[config.mk]
export PLATFORM = sky130hd
export DESIGN_NAME = joybus_rx_decoder
export DESIGN_NICKNAME = d
export VERILOG_FILES = /design/src/rtl/joybus_rx_decoder.sv
export SDC_FILE = /design/constraint.sdc
export NUM_CORES = 1
export LEC_CHECK = 0
export CORE_UTILIZATION = 40
export CTS_BUF_LIST = sky130_fd_sc_hd__clkbuf_8
export DETAILED_ROUTE_END_ITERATION = 10
export SYNTH_ARGS = -nofsm -noshare
export SYNTH_HDL_FRONTEND = slang
export SYNTH_SLANG_ARGS = --single-unit
[constraint.sdc]
create_clock -name clk -period 2.55 [get_ports clk]
set_input_delay 0.51 -clock clk [delete_from_list [all_inputs] [get_ports clk]]
set_output_delay 0.51 -clock clk [all_outputs]
set_load 0.01 [all_outputs]
[src/rtl/joybus_rx_decoder.sv]
// Joybus receive decoder.
// Measures the low and high phases of the debounced line and turns them into
// bits, bytes and frames. Each '1' or '0' bit is classified from the length
// of its low phase. A frame ends after a long idle-high period, and the frame
// status tells the parser whether the frame was well formed.
module joybus_rx_decoder #(
  parameter int unsigned BIT_THRESH   = 96,
  parameter int unsigned LOW_MAX      = 240,
  parameter int unsigned IDLE_TIMEOUT = 240,
  parameter int unsigned MAX_BYTES    = 8
) (
  input  logic       clk,
  input  logic       rst_n,
  input  logic       enable,
  input  logic       line,
  output logic [7:0] byte_data,
  output logic       byte_valid,
  output logic [3:0] byte_index,
  output logic       frame_done,
  output logic       frame_ok,
  output logic [3:0] frame_bytes,
  output logic       err_stuck
);

  localparam int unsigned CMAX = (LOW_MAX > IDLE_TIMEOUT) ? LOW_MAX : IDLE_TIMEOUT;
  localparam int unsigned CW   = $clog2(CMAX + 1);

  localparam logic [CW-1:0] TH_C   = CW'(BIT_THRESH);
  localparam logic [CW-1:0] LOW_C  = CW'(LOW_MAX);
  localparam logic [CW-1:0] IDLE_C = CW'(IDLE_TIMEOUT);
  localparam logic [CW-1:0] ONE_C  = CW'(1);
  localparam logic [3:0]    MAX_C  = 4'(MAX_BYTES);

  typedef enum logic [1:0] {IDLE, LOW, HIGH, WAIT_HIGH} state_t;

  state_t        state;
  logic          line_q;
  logic [CW-1:0] low_cnt;
  logic [CW-1:0] high_cnt;
  logic [2:0]    bit_cnt;
  logic [3:0]    byte_cnt;
  logic [7:0]    shreg;
  logic          err;

  logic          fall;
  logic          rise;
  logic          bit_now;
  logic [7:0]    next_shreg;
  logic          ok_now;

  // Edge detection, classification of the bit just ended, and frame status
  always_comb begin
    fall       = line_q & ~line;
    rise       = ~line_q & line;
    bit_now    = (low_cnt < TH_C);
    next_shreg = {shreg[6:0], bit_now};
    ok_now     = (bit_cnt == 3'd1) && shreg[0] && (byte_cnt != 4'd0) && !err;
  end

  // Decoder FSM with registered outputs; strobes default low every cycle
  always_ff @(posedge clk or negedge rst_n) begin
    if (!rst_n) begin
      state       <= IDLE;
      line_q      <= 1'b0;
      low_cnt     <= '0;
      high_cnt    <= '0;
      bit_cnt     <= '0;
      byte_cnt    <= '0;
      shreg       <= '0;
      err         <= 1'b0;
      byte_data   <= '0;
      byte_valid  <= 1'b0;
      byte_index  <= '0;
      frame_done  <= 1'b0;
      frame_ok    <= 1'b0;
      frame_bytes <= '0;
      err_stuck   <= 1'b0;
    end else begin
      line_q     <= line;
      byte_valid <= 1'b0;
      frame_done <= 1'b0;
      err_stuck  <= 1'b0;
      if (!enable) begin
        state    <= IDLE;
        low_cnt  <= '0;
        high_cnt <= '0;
        bit_cnt  <= '0;
        byte_cnt <= '0;
        shreg    <= '0;
        err      <= 1'b0;
      end else begin
        case (state)
          IDLE: begin
            if (fall) begin
              state   <= LOW;
              low_cnt <= ONE_C;
            end
          end
          LOW: begin
            if (rise) begin
              shreg <= next_shreg;
              if (bit_cnt == 3'd7) begin
                bit_cnt <= '0;
                // bytes beyond the limit are dropped and poison the frame
                if (byte_cnt < MAX_C) begin
                  byte_data  <= next_shreg;
                  byte_index <= byte_cnt;
                  byte_valid <= 1'b1;
                  byte_cnt   <= byte_cnt + 4'd1;
                end else begin
                  err <= 1'b1;
                end
              end else begin
                bit_cnt <= bit_cnt + 3'd1;
              end
              state    <= HIGH;
              high_cnt <= ONE_C;
            end else if (low_cnt >= LOW_C - ONE_C) begin
              low_cnt   <= LOW_C;
              err_stuck <= 1'b1;
              err       <= 1'b1;
              high_cnt  <= '0;
              state     <= WAIT_HIGH;
            end else begin
              low_cnt <= low_cnt + ONE_C;
            end
          end
          HIGH: begin
            if (fall) begin
              state   <= LOW;
              low_cnt <= ONE_C;
            end else if (high_cnt >= IDLE_C - ONE_C) begin
              frame_done  <= 1'b1;
              frame_ok    <= ok_now;
              frame_bytes <= byte_cnt;
              bit_cnt     <= '0;
              byte_cnt    <= '0;
              shreg       <= '0;
              err         <= 1'b0;
              low_cnt     <= '0;
              high_cnt    <= '0;
              state       <= IDLE;
            end else begin
              high_cnt <= high_cnt + ONE_C;
            end
          end
          WAIT_HIGH: begin
            // only an unbroken high run of IDLE_TIMEOUT cycles releases the line
            if (!line) begin
              high_cnt <= '0;
            end else if (high_cnt >= IDLE_C - ONE_C) begin
              frame_done  <= 1'b1;
              frame_ok    <= 1'b0;
              frame_bytes <= byte_cnt;
              bit_cnt     <= '0;
              byte_cnt    <= '0;
              shreg       <= '0;
              err         <= 1'b0;
              low_cnt     <= '0;
              high_cnt    <= '0;
              state       <= IDLE;
            end else begin
              high_cnt <= high_cnt + ONE_C;
            end
          end
          default: state <= IDLE;
        endcase
      end
    end
  end

endmodule

==> results.md <==
* Detailed-router iteration count before antenna repair at 4
* HPWL after DPL at 4020 um
* First-pass GRT wire length at 9860 um
* Multi-input logic area at 0.001334 mm2
* DIE AREA at 0.007355 mm2
* Status: complete, no violations
* Final setup fails at 0
* Root Buffer: clkbuf_8
* Cell chain of the critical path: ha_1, nor2_1, o2bb2ai_1, a311o_1, buf_4, o31ai_1
* Leak Pwr at 1.549 nW
* Number of post-CTS setup repair buffers at 0
* Iteration-0 DRC Markers at 159
* Crit path capture type: flop
* DRT antenna net count at 0
* Slowest-stage cell, CP: a311o_1
* Critical path buffers and inverters at 1
* Final hold vios at 0
* Worst EP required at 2780 ps
* Std-Cell Rows at 30
* CTS resizes at 0
* Antenna violations before repair at 0
* Syn nets at 318
* Worst Setup EP: bit_cnt[1]$_DFFE_PN0P_
* WL/cell at 13.29 um
* Core area at 0.006794 mm2
* Synth area leader: dfrtp_1
* Setup crit start kind: flop
* EDFF count, synth at 0
* Detailed-route vias per instance at 5.145
* R2R Setup Slk at 320 ps
* GP Congestion at 0.8579
* Worst Tran Pin Value at 658.2 ps
* Hold Crit Class: input port to async pin
* Slew Viols, Final at 0
* Final Critical Period at 2233 ps
* Netlist cell types at 50
* Crit path kind: flop to flop
* Pwr per Cell Area at 779.7 mW/mm2
* Total CTS buffers at 5
* GR Overflow Total at 0
* Clk buf depth at 2
* Clk slew on worst S/H paths at 100 ps
* CP arrival at 2460 ps
* Vias in the first global route at 2065
* Die H at 85.76 um
* Die X at 85.76 um
* Capturing point of the worst reg2reg path: bit_cnt[1]$_DFFE_PN0P_
* Synthesized area per cell at 9.293 um2
* Fmax at 447.8 MHz
* Worst r2r path cells at 6
* Area delta synth->final at 16.90%
* Fillers at 634
* Worst Path Max Fanout at 16
* Worst hold slack at 165.6 ps
* TritonCTS clock tree: yes
* Routed Wire Length at 5690 um
* Yosys warnings at 0
* Post-synth ARST share at 100.0%
* Final nets at 347
* Critical Path Start: state[1]$_DFFE_PN0P_
* Number of diodes at 0
* Peak per-stage delay on the critical path at 480 ps
* Cell Area, Synth at 0.002806 mm2
* # hold bufs at CTS at 0
* DR vias at 2202
* Crit share post-route at 87.58%
* Io pins at 24
* Aggregate global-route resource usage at 17.03%
* Clock latency at the later pin of the worst-skew pair at 310 ps
* Share of cells above drive strength 1 at 8.434%
* Crit path max-delay family: compound AO/OA/AOI/OAI gates
* R2r startpoint: state[1]$_DFFE_PN0P_
* H-tree Lvls at 2
* Finished Cell Area at 0.003281 mm2
* DR DRC count at 0
* Register Area at 0.001351 mm2
* Starting density of the core at 41.31%
* Seq/Total Area, Yosys at 48.15%
* Placement Cell Area at 0.003182 mm2
* Synth area leaders: dfrtp_1, nand2_1, ha_1
* Yosys top cell area share at 48.15%
* Non-filler cells, final at 428
* Num Clock Sinks at 54
* Synth Instances at 302
* Placed cell count at 420
* I/O Buffers at 23
* WP depth at 6
* Relative max-transition margin at 55.64%
* Sum of negative setup slack at 0 ps
* Total power at 2.558 mW
* Max-cap violations at 0
* Largest net degree at the start of global routing at 55
* Setup Skew at 8.105 ps
* Pre-CTS setup slack at 92.57 ps
* Worst setup margin at 316.7 ps
* Synth Register Bits at 54
* RSZ-0062 raised after global routing: false
* Util after Layout at 48.29%
* Top FF cell, synth: dfrtp_1
* Max IR drop VDD at 0.4269 mV
[Yosys cell counts, drive strengths merged, types with 2 or more instances]
library cell	number
o41ai	2
a21oi	14
nand2	60
and3	8
and2	2
o31ai	3
o21ai	27
o21bai	3
inv	12
mux2	4
nand2b	2
o2bb2ai	2
nand3b	2
clkbuf	6
o22ai	2
nor2b	6
nor3	3
a22o	8
a32o	3
and2b	3
a21o	4
nor2	19
o21a	2
nand3	5
buf	7
or2	2
ha	12
a211oi	2
dfrtp	54
nor4	4
mux2i	3
a31oi	3
[worst register-to-register path, delay by kind of cell (launching register included)]
family	cells	cell delay (ps)
flip-flops	1	430
AND/OR/NAND/NOR	1	140
adder cells (fa/ha/maj)	1	460
buffers and inverters	1	250
AO/OA/AOI/OAI	3	870
[layout make-up]
class	count	share of cell area, %
clock buffer	6	2.517
clock inverter	2	0.4958
inverter	13	1.487
multi-input combinational	222	40.66
sequential	54	41.19
tap	96	3.661
timing repair buffer	35	9.992
[cells in the final DEF (no fill, tap or decap), types with 3 or more instances in the layout]
cell and n:
clkdlybuf4s50_1 22, mux2i_1 3, a32o_1 3, a21o_1 4
nor2_1 19, inv_1 12, and2b_1 3, ha_1 12
nor3_1 3, dfrtp_1 54, a22o_1 8, nand2_1 60
nor2b_1 6, buf_4 11, a21oi_1 14, o21ai_0 27
o21bai_1 3, o31ai_1 3, mux2_2 4, nand3_1 5
nor4_1 4, and3_1 8, clkbuf_8 6, a31oi_1 3
[logic make-up after synthesis]
kind of cell / count (synthesis) / share of synthesized area [%]
compound gates: 85 / 20.38
simple gates: 118 / 19.13
fa+ha+maj: 12 / 5.350
flops: 54 / 48.15
mux: 7 / 2.675
buf+inv: 26 / 4.324
[state kept, by name, summed over array words and instances, names as in the netlist]
register	cells
line_q	1
frame_bytes	4
bit_cnt	3
state	2
low_cnt	8
byte_valid	1
byte_data	8
byte_cnt	4
err_stuck	1
high_cnt	8
byte_index	4
err	1
frame_done	1
shreg	7
frame_ok	1
[metal layers]
layer	track usage (%)	vias to the layer above	wire length [um]
met5	0	-	0
met4	5.000	0	72
met3	3.176	6	143
met2	25.45	25	2435
met1	25.20	1047	3039
li1	-	1124	-
[where the power goes]
group / switching, mW / leakage [nW] / total [mW] / internal, mW
Sequential: 0.115 / 0.736 / 1.08 / 0.962
Clock: 0.297 / 0.0478 / 0.521 / 0.224
Combinational: 0.563 / 0.765 / 0.959 / 0.396
[worst min path at each step]
stage / endpoint / start / depth (start not counted)
after floorplan: bit_cnt[0]$_DFFE_PN0P_ / rst_n / 0
after global placement: byte_data[2]$_DFFE_PN0P_ / byte_data[2]$_DFFE_PN0P_ / 2
after detailed placement: byte_data[3]$_DFFE_PN0P_ / byte_data[3]$_DFFE_PN0P_ / 2
after CTS: byte_data[2]$_DFFE_PN0P_ / rst_n / 2
after global routing: byte_data[5]$_DFFE_PN0P_ / rst_n / 2
final: byte_data[5]$_DFFE_PN0P_ / rst_n / 2
No activity file was read; power rests on OpenSTA's default activity.
